**config.mk**
```make
export PLATFORM = sky130hd
export DESIGN_NAME = blur_frame_sequencer
export DESIGN_NICKNAME = d
export VERILOG_FILES = /design/src/rtl/blur_pkg.sv /design/src/rtl/blur_seq_watchdog.sv /design/src/rtl/blur_frame_sequencer.sv
export SDC_FILE = /design/constraint.sdc
export NUM_CORES = 1
export LEC_CHECK = 0
export ABC_CLOCK_PERIOD_IN_PS = 1700
export BUFFER_PORTS_ARGS = -buffer_cell sky130_fd_sc_hd__buf_2
export CORE_ASPECT_RATIO = 1.75
export CORE_MARGIN = 4
export CORE_UTILIZATION = 25
export CTS_CLUSTER_DIAMETER = 200
export DETAILED_ROUTE_END_ITERATION = 12
export GPL_ROUTABILITY_DRIVEN = 0
export HOLD_SLACK_MARGIN = 0.15
export MAX_ROUTING_LAYER = met4
export PLACE_DENSITY = 0.5
export SLEW_MARGIN = 20
export SYNTH_ARGS = -nofsm -noshare
export SYNTH_HDL_FRONTEND = slang
export SYNTH_SLANG_ARGS = --single-unit
```
**constraint.sdc**
```tcl
create_clock -name clk -period 1.7 [get_ports clk]
set_input_delay 0.085 -clock clk [delete_from_list [all_inputs] [get_ports clk]]
set_output_delay 0.085 -clock clk [all_outputs]
set_load 0.1 [all_outputs]
```
**src/rtl/blur_pkg.sv**
```systemverilog
// blur_pkg: frame geometry defaults shared with image_blur, sequencer state
// encoding and small sizing helpers.
package blur_pkg;

    localparam int DEF_WIDTH    = 20;
    localparam int DEF_HEIGHT   = 12;
    localparam int DEF_CHANNELS = 3;

    // Sequencer states.
    localparam logic [2:0] ST_IDLE      = 3'd0;
    localparam logic [2:0] ST_FETCH     = 3'd1;
    localparam logic [2:0] ST_STREAM    = 3'd2;
    localparam logic [2:0] ST_WAIT_DONE = 3'd3;
    localparam logic [2:0] ST_SKIP      = 3'd4;
    localparam logic [2:0] ST_DRAIN     = 3'd5;
    localparam logic [2:0] ST_ACK       = 3'd6;
    localparam logic [2:0] ST_ERR       = 3'd7;

    // Bytes moved per frame in each direction.
    function automatic int frame_bytes(input int width, input int height, input int channels);
        return width * height * channels;
    endfunction

    localparam int DEF_BYTES = frame_bytes(DEF_WIDTH, DEF_HEIGHT, DEF_CHANNELS);

    // Bits needed to hold values 0..value-1 (never less than 1).
    function automatic int clog2(input int value);
        int bits;
        bits = 1;
        while ((1 << bits) < value) bits++;
        return bits;
    endfunction

endpackage

```
**src/rtl/blur_seq_watchdog.sv**
```systemverilog
// blur_seq_watchdog: counts consecutive enabled cycles and flags the cycle in
// which the count reaches TIMEOUT_CYC. Only built with BLUR_SEQ_TIMEOUT_EN.
module blur_seq_watchdog
    import blur_pkg::*;
#(
    parameter int TIMEOUT_CYC = 4096
) (
    input  logic clk,
    input  logic reset,
    input  logic enable,
    input  logic clear,
    output logic expired
);

    localparam int               CNT_W = clog2(TIMEOUT_CYC + 1);
    localparam logic [CNT_W-1:0] LAST  = CNT_W'(TIMEOUT_CYC - 1);

    logic [CNT_W-1:0] count;

    // Count enabled cycles, holding at the terminal value until cleared.
    always_ff @(posedge clk) begin
        if (reset || clear)
            count <= '0;
        else if (enable && count != LAST)
            count <= count + CNT_W'(1);
    end

    // The TIMEOUT_CYC-th enabled cycle is the one that fires.
    assign expired = enable && (count == LAST);

endmodule

```
**src/rtl/blur_frame_sequencer.sv**
```systemverilog
// blur_frame_sequencer: per-frame sequencing of one image_blur engine.
// Streams a source frame into the engine, waits for done, then drains the
// result into the destination frame RAM.
// Build option: define BLUR_SEQ_TIMEOUT_EN to add a WAIT_DONE watchdog that
// aborts the frame with a frame_err pulse after TIMEOUT_CYC cycles.
module blur_frame_sequencer
    import blur_pkg::*;
#(
    parameter int WIDTH       = DEF_WIDTH,
    parameter int HEIGHT      = DEF_HEIGHT,
    parameter int CHANNELS    = DEF_CHANNELS,
    parameter int ADDR_W      = 10,
    parameter int TIMEOUT_CYC = 4096
) (
    input  logic              clk,
    input  logic              reset,
    input  logic              frame_req,
    output logic              frame_busy,
    output logic              frame_ack,
    output logic              frame_err,
    output logic              src_rd_en,
    output logic [ADDR_W-1:0] src_addr,
    input  logic [7:0]        src_data,
    output logic              eng_start,
    output logic [7:0]        eng_image_in,
    input  logic              eng_done,
    input  logic [7:0]        eng_image_out,
    output logic              dst_wr_en,
    output logic [ADDR_W-1:0] dst_addr,
    output logic [7:0]        dst_data
);

    localparam int                BYTES = frame_bytes(WIDTH, HEIGHT, CHANNELS);
    localparam logic [ADDR_W-1:0] LAST  = ADDR_W'(BYTES - 1);

    // Reject geometries whose frame does not fit the address space.
    if ((1 << ADDR_W) < BYTES || TIMEOUT_CYC < 1) begin : g_bad_cfg
        $error("blur_frame_sequencer: ADDR_W too small for frame, or TIMEOUT_CYC < 1");
    end

    logic [2:0]        state, state_nxt;
    logic [ADDR_W-1:0] cnt;
    logic              cnt_last;
    logic              timeout;
    logic              rd_stream;

    assign cnt_last = (cnt == LAST);

`ifdef BLUR_SEQ_TIMEOUT_EN
    blur_seq_watchdog #(
        .TIMEOUT_CYC (TIMEOUT_CYC)
    ) u_watchdog (
        .clk     (clk),
        .reset   (reset),
        .enable  (state == ST_WAIT_DONE),
        .clear   (state != ST_WAIT_DONE),
        .expired (timeout)
    );
    assign frame_err = (state == ST_ERR);
`else
    assign timeout   = 1'b0;
    assign frame_err = 1'b0;
`endif

    // Next-state decode; done takes priority over a same-cycle timeout.
    always_comb begin
        state_nxt = state;
        case (state)
            ST_IDLE:      if (frame_req) state_nxt = ST_FETCH;
            ST_FETCH:     state_nxt = ST_STREAM;
            ST_STREAM:    if (cnt_last) state_nxt = ST_WAIT_DONE;
            ST_WAIT_DONE: if (eng_done) state_nxt = ST_SKIP;
                          else if (timeout) state_nxt = ST_ERR;
            ST_SKIP:      state_nxt = ST_DRAIN;
            ST_DRAIN:     if (cnt_last) state_nxt = ST_ACK;
            default:      state_nxt = ST_IDLE;   // ACK, ERR
        endcase
    end

    // State register.
    always_ff @(posedge clk) begin
        if (reset) state <= ST_IDLE;
        else       state <= state_nxt;
    end

    // Byte counter: zeroed on each state change, steps through STREAM/DRAIN.
    always_ff @(posedge clk) begin
        if (reset || state_nxt != state)
            cnt <= '0;
        else if (state == ST_STREAM || state == ST_DRAIN)
            cnt <= cnt + ADDR_W'(1);
    end

    // Reads run one byte ahead of the engine; the last STREAM cycle issues
    // no read so the address never steps past the frame.
    assign rd_stream    = (state == ST_STREAM) && !cnt_last;
    assign src_rd_en    = (state == ST_FETCH) || rd_stream;
    assign src_addr     = rd_stream ? cnt + ADDR_W'(1) : '0;

    assign frame_busy   = (state != ST_IDLE);
    assign frame_ack    = (state == ST_ACK);
    assign eng_start    = (state == ST_STREAM);
    assign eng_image_in = src_data;
    assign dst_wr_en    = (state == ST_DRAIN);
    assign dst_addr     = dst_wr_en ? cnt : '0;
    assign dst_data     = eng_image_out;

endmodule
```
Yosys cells after proc, flatten, opt, wreduce, memory -nomap -nowiden
Index checks and enable logic that the tools add are counted.
Word-level totals
  input bits: 20
  output and inout bits: 42
  memory bits (read-only): 0
  register bits: 13
  bits in latches: 0
  memories: 0
  bits in writable memories: 0
  logic and storage cells: 25
Operators by class
  reductions and logical operators: 7
  multipliers: 0
  magnitude comparators: 0
  equal/unequal tests: 8
  muxes and demuxes: 7
  $add $sub $neg: 1
  bitwise logic cells: 0
  div/mod/pow operators: 0
  shift-type cells: 0
Operator list (number)
  $mux W10: 2
  $pmux W3 S6: 1
  $mux W3: 4
  $add A10 B1 Y10 const B: 1
  $eq A10 B10 Y1 const B: 1
  $eq A3 B3 Y1 const B: 3
  $eq A3 B2 Y1 const B: 2
  $eq A3 B1 Y1 const B: 1
  $logic_not A3 Y1: 1
  $logic_or A1 B1 Y1: 3
  $ne A3 B3 Y1: 1
  $reduce_bool A3 Y1: 1
  $logic_and A1 B1 Y1: 1
  $logic_not A1 Y1: 1

Logic depth before layout (Yosys ltp)
Gate-level depths: netlist (run 1).
  depth after elaboration: 5
  mapped depth: 6
  depth with buffers taken out: 5

Worst setup path after synthesis (run 1)
OpenSTA, ideal clock, no wires.
  kind: reg-to-output
  start: register state[2]
  end: output port src_addr[3]
  required time: 1.615 ns
  stages on the path, launching flop included: 6
  arrival time: 3.069 ns
  buffers on the path: 1
  slack: -1.454 ns
  cell sequence: dfxtp_1 or3b_1 buf_2 inv_1 nand2_2 nor2_1
On the way
  word-level cells in the longest chain between the ends: 3
RTL lines
  from (decl): line blur_frame_sequencer.sv:41  | logic [2:0] state, state_nxt;
  from (signal assigned): line blur_frame_sequencer.sv:83  | else state <= state_nxt;
  $eq A3 B2 Y1
  named net eng_start: line blur_frame_sequencer.sv:24  | output logic eng_start,
  $logic_and A1 B1 Y1: line blur_frame_sequencer.sv:96  | assign rd_stream = (state == ST_STREAM) && !cnt_last;
  $mux W10: line blur_frame_sequencer.sv:98  | assign src_addr = rd_stream ? cnt + ADDR_W'(1) : '0;
  to (decl): line blur_frame_sequencer.sv:22  | output logic [ADDR_W-1:0] src_addr,
The timed path passes the listed nets, and every way through them passes these cells.

Final worst setup path (run 1)
  start: register cnt[4]
  end: output port src_addr[5]
On the way
  word-level cells in the longest chain between the ends: 4
  elaborated cells on any way between the ends: 5
  those cells by class: add/sub: 1; eq/ne: 1; mux: 1; reduce/logical: 2
RTL lines
  from (decl): line blur_frame_sequencer.sv:42  | logic [ADDR_W-1:0] cnt;
  from (signal assigned): line blur_frame_sequencer.sv:91  | cnt <= cnt + ADDR_W'(1);
  parallel branches: the longest is 3 deep, another holds $add A10 B1 Y10
  $mux W10 (*): line blur_frame_sequencer.sv:98
Mark *: on every way between the ends.

==> flow_summary.ini, run 1 <==
[clocking]
clockBufferDepth = 2
cts.sinks = 13
cts_max_level = 1
path_clk_slew_ps = 50
cts-root-buf = clkbuf_8
cts_made_buffers = 3
cts_tree = done
clk_latency_ps = 250

[synthesis]
synth_top_family_by_area = simple AND/OR/NAND/NOR gates
synth_top_area_share_pct = 24.9
ys_ff_latch = 13
synth_top_area_cell = dfxtp_1
synth-adder-area-share_pct = 1.20
synth_simple_gate_area_share_pct = 30.0
synth.distinct_cells = 34
synth_flop_cell = dfxtp_1
synth_xor_area_share_pct = 14.2
async_reset_ff_share_pct = 0
synth_compound_area_share_pct = 12.2
yosys-top-cells-area = dfxtp_1 25%, buf_4 12%, xnor2_1 11%
syn_area_per_cell_sq_um = 7.47
synth-edff-count = 0
seq_area_frac_synth_pct = 24.9
synth_mux_area_share_pct = 0.957
yosysMostFrequentCell = nor2_1
synth_warnings = 0
netlist_instances = 140
syn-num-nets = 161
netlist_area_sq_um = 1050
synth_common_cells = 28 x nor2_1, 17 x buf_4, 13 x dfxtp_1, 13 x xnor2_1, 8 x and2_1

[worst_setup_path]
worst-r2r-setup-slack_ps = -190
end_kind = output pin
cp-start-kind = flop
reg2reg_depth = 6
cpMostUsedCell = buf_12
crit_chain = or4b_1 -> or3_4 -> nand2_8 -> buf_12 -> nor2_4 -> buf_12
cpPeakStageDelay_ps = 500
worst_ep_required_time_ps = 1620
timing.rr.end = state[0]$_SDFF_PP0_
r2r_start = cnt[4]$_SDFFE_PP0P_
critPathMaxFanout = 5
endpoint = src_addr[5]
arrival_ps = 1900
startpoint = cnt[4]$_SDFFE_PP0P_
crit_type = flop to output pin
slowest_stage = or4b_1

[power]
power_leakage_uw = 0.000701
cellPowerDensity_nw_per_um2 = 467
fin_total_pwr_uw = 902
ir_drop_mv = 0.362

[sta]
drv_slew = 0
fin_crit_sh_pct = 117
setup_tns_ps = -4510
finalCriticalPeriod_ps = 1980
hold_violations = 0
skew_ps = 1.49
relSlewSlack_pct = 61.3
setup_ws_ps = -281
clock.fmax_ghz = 0.505
worst_slew_pin_slew_ps = 566
rsz0062_at_grt = true
finalSetupViolCount = 22

[hold_path]
min_path_type = input port to flop

[finish]
utilization_pct = 49.0
area_growth_pct = 84.6
antennaDiodeCount = 0
final_cells = 231
drive_gt1_share_pct = 53.0
nets = 205

[floorplan]
die_width_um = 56.9
rows = 30
core_area_sq_um = 3940
initial_core_util_pct = 26.5
dieArea_sq_um = 5320
io_pins = 62
dieHeight_um = 93.6

[global_route]
grt_use_total_pct = 12.8
grt_pass1_wl_um = 5300
grt-ovfl-total = 0
grt_pass1_vias = 1137
grt_antenna_before_repair = 0
grt_max_degree = 11

[detailed_routing]
drc = 0
dr.pass1.iters = 4
dr_total_vias = 1089
wl_met1_um = 1100
routed-wl-met3_um = 163
wl_met2_um = 1770
ant_nets = 0
finalWirelength_um = 3130
vias_per_cell = 4.71
top_layer = met4
post_drt_wl_per_cell_um = 13.6
drt_iter0_drc = 15

[place]
hpwl_um = 2430
io_buffer_count = 28
dp.cells = 220

[run]
drv_cap = 0

[outcome]
status = complete, but fails checks
violations = negative setup slack
state kept, by name, indices dropped and copies added (netlist names):
register	count
cnt	10
state	3
layer usage:
layer | up-vias | global-route usage, %
met5 | - | -
met4 | 0 | 6.38
met3 | 14 | 2.07
met2 | 31 | 23.8
met1 | 513 | 12.5
li1 | 531 | -
worst max-delay path, delay by kind of cell, from the launching register on:
family / cells / cell delay [ps]
buffers and inverters: 2 / 300
DFF: 1 / 320
and+or+nand+nor: 4 / 1020
what timing repair did:
item,4_1_cts,5_1_grt
hold endpoints to repair,2,0
hold buffers,1,0
buffers inserted,5,2
pin swaps,3,5
gates cloned,0,0
resized for setup,7,4
setup endpoints to repair,34,28
metrics by stage:
step | setup slack, ps | cell area (sq um) | hold slack [ps]
2_1_floorplan | -331 | 1200 | 154
3_3_place_gp | -140 | 1780 | 171
3_5_place_dp | -170 | 1780 | 171
4_1_cts | -281 | 1910 | 162
5_1_grt | -305 | 1930 | 170
6_report | -281 | 1930 | 158
worst min-delay path by stage:
stage / from / slack [ps] / cells past startpoint / to
4_1_cts: eng_done / 160 / 3 / state[2]$_SDFF_PP0_
2_1_floorplan: reset / 150 / 1 / state[2]$_SDFF_PP0_
5_1_grt: src_data[7] / 170 / 0 / eng_image_in[7]
6_report: eng_done / 160 / 3 / state[2]$_SDFF_PP0_
3_5_place_dp: eng_image_out[5] / 170 / 0 / dst_data[5]
3_3_place_gp: eng_image_out[5] / 170 / 0 / dst_data[5]
report_power, final:
part	total, uW	switching (uW)	internal, uW	leakage [uW]
logic	306	191	115	0.000572
registers	316	4.14	311	0.000106
clock network	280	114	166	0.0000228
cell families after synthesis:
| kind of cell | after synthesis |
|---|---|
| AND/OR/NAND/NOR | 62 |
| buffers and inverters | 27 |
| AO/OA/AOI/OAI | 18 |
| XOR/XNOR | 17 |
| flip-flops | 13 |
| adder cells (fa/ha/maj) | 1 |
| other | 1 |
| multiplexers | 1 |
cell usage in the layout, fill, tap and decap left out, types with 2 or more instances in the layout:
cell and count:
nor2_2 3, nor3_1 3, nor2_4 9, xnor2_1 13, dfxtp_1 10, dfxtp_2 3, a211oi_1 2, buf_2 5
buf_6 2, nor2_1 16, a21oi_1 6, and2_4 9, clkinvlp_4 2, a2111oi_0 3, nand2b_1 2, nand2_1 5
clkbuf_8 3, xor2_1 4, nand3_1 3, o21ai_0 2, buf_4 28, buf_12 26, inv_1 2
layout make-up:
class,instances,area (sq um)
Sequential cell,13,264
Fill cell,395,2010
Multi-Input combinational cell,100,751
Timing Repair Buffer,62,788
Inverter,4,22.5
Tap cell,48,60.1
Clock buffer,4,45.0
No activity file was read; power rests on OpenSTA's default activity.
==> inputs of run 2 (changes only) <==
--- a/config.mk
+++ b/config.mk
@@ -6,16 +6,17 @@
 export NUM_CORES = 1
 export LEC_CHECK = 0
 export ABC_CLOCK_PERIOD_IN_PS = 1700
-export BUFFER_PORTS_ARGS = -buffer_cell sky130_fd_sc_hd__buf_2
 export CORE_ASPECT_RATIO = 1.75
 export CORE_MARGIN = 4
 export CORE_UTILIZATION = 25
+export CTS_BUF_LIST = sky130_fd_sc_hd__clkbuf_8
 export CTS_CLUSTER_DIAMETER = 200
 export DETAILED_ROUTE_END_ITERATION = 12
+export DONT_BUFFER_PORTS = 1
 export GPL_ROUTABILITY_DRIVEN = 0
 export HOLD_SLACK_MARGIN = 0.15
 export MAX_ROUTING_LAYER = met4
-export PLACE_DENSITY = 0.5
+export PLACE_DENSITY = 0.37
 export SLEW_MARGIN = 20
 export SYNTH_ARGS = -nofsm -noshare
 export SYNTH_HDL_FRONTEND = slang
==> run 2 against run 1 <==
Effect of this change:
- the run still ends with negative setup slack left
- clock skew grew 1.7 ps
- global-route usage shrank 1.0 points
- setup slack gained 58 ps
- die area is the same
- critical path depth shrank 2
- core utilization shrank 2.4 points
- wire length shrank 6.4%
- via count shrank 5.1%
- non-clock buffer count shrank 11
- maximum frequency grew 3.0%
- largest cell class is now multi-input combinational cells
==> flow_summary.ini, run 2 (same netlist as run 1, synthesis figures left out) <==
[place]
io_buffer_count = 0
place_area_sq_um = 1670
dpl_worst_slack_ps = -151
hpwl_um = 2280

[power]
ir_drop_mv = 0.460
power_leakage_uw = 0.000648
cellPowerDensity_nw_per_um2 = 454

[finish]
area_growth_pct = 75.6
top_regs = cnt (10), state (3)
fin_area_sq_um = 1840
layout_common_cells = 26 x buf_4, 20 x buf_12, 16 x nor2_1
largest_reg_flops = 10
drive_gt1_share_pct = 48.3
utilization_pct = 46.6
final_common_cell = buf_4
fillCellCount = 406
nets = 196
regMostFlops = cnt
antennaDiodeCount = 0

[clocking]
clockBufferDepth = 2
cts_tree = done
path_clk_slew_ps = 50
cts_max_level = 1
cts.sinks = 13
clk_latency_ps = 230
cts-root-buf = clkbuf_8
cts_made_buffers = 3

[outcome]
status = complete, but fails checks
violations = negative setup slack

[floorplan]
die_width_um = 56.9
rows = 30
initial_core_util_pct = 26.5
dieHeight_um = 93.6
dieArea_sq_um = 5320
core_area_sq_um = 3940
io_pins = 62

[worst_setup_path]
critPathMaxFanout = 5
worst_ep_required_time_ps = 1620
arrival_ps = 1840
cp-start-kind = flop
end_kind = output pin
crit_type = flop to output pin

[global_route]
grt_use_total_pct = 11.8
grt-ovfl-total = 0
grt_antenna_before_repair = 0
grt_max_degree = 12
grt_pass1_wl_um = 4860
grt_pass1_vias = 1039

[sta]
clock.fmax_ghz = 0.520
worst_slew_pin_slew_ps = 697
whs_ps = 170
finalSetupViolCount = 23
hold_violations = 0
fin_crit_sh_pct = 113
setup_ws_ps = -223
drv_slew = 0
setup_tns_ps = -3580
rsz0062_at_grt = true
skew_ps = 3.24
relSlewSlack_pct = 53.4
finalCriticalPeriod_ps = 1920

[hold_path]
min_path_type = input port to output pin

[detailed_routing]
vias_per_cell = 4.65
post_drt_wl_per_cell_um = 13.2
finalWirelength_um = 2930
ant_nets = 0
drt_iter0_drc = 21
dr_total_vias = 1033
drc = 0
dr.pass1.iters = 4

[run]
drv_cap = 0
run 2: layout make-up:
class / instances / area [sq um] / area share, %
multi-input combinational: 102 / 803 / 43.7
timing repair buffer: 51 / 647 / 35.2
sequential: 13 / 263 / 14.3
tap: 48 / 60.1 / 3.27
clock buffer: 3 / 41.3 / 2.25
inverter: 4 / 18.8 / 1.02
clock inverter: 1 / 3.75 / 0.204
run 2: repair_timing:
| action | 4_1_cts | 5_1_grt |
|---|---|---|
| hold buffers | 4 | 0 |
| cloned | 2 | 0 |
| gates resized for setup | 5 | 4 |
| setup endpoints to repair | 34 | 34 |
| pin swaps | 3 | 2 |
| buffers inserted | 3 | 0 |
| hold endpoints to repair | 13 | 0 |
run 2: power by group:
group	internal (uW)	total, uW	switching, uW	leakage (uW)
Sequential	311	315	3.14	0.000106
Clock	158	252	93.6	0.0000269
Combinational	76.1	267	191	0.000515
run 2: routing by layer:
metal / GRT usage (%) / vias to the layer above / part of all wire (%)
met3: 2.21 / 6 / 4.8
li1: - / 521 / -
met1: 12.4 / 467 / 38
met2: 20.6 / 39 / 54
met5: - / - / 0
met4: 6.00 / 0 / 3.2
run 2: path summary, 6_finish.rpt:
| kind | start | to | slack (ps) | cells past startpoint |
|---|---|---|---|---|
| worst max-delay path | cnt[4]$_SDFFE_PP0P_ | src_rd_en | -220 | 4 |
| worst min-delay path | eng_image_out[2] | dst_data[2] | 170 | 0 |
| worst max register to register | cnt[4]$_SDFFE_PP0P_ | state[0]$_SDFF_PP0_ | -130 | 5 |
| worst min register to register | cnt[7]$_SDFFE_PP0P_ | cnt[7]$_SDFFE_PP0P_ | 640 | 3 |
run 2: per-stage QoR:
step | instances | power, uW
detailed placement | 209 | 561
CTS | 222 | 845
floorplan | 140 | 691
global placement | 209 | 559
finish | 222 | 833
global route | 222 | 876
run 2: critical path, cell delays in order, from the launching register on:
cell and delay [ps]:
dfxtp_2 310, or4b_1 500, or3_4 410, nand2_8 150, o21ai_4 220
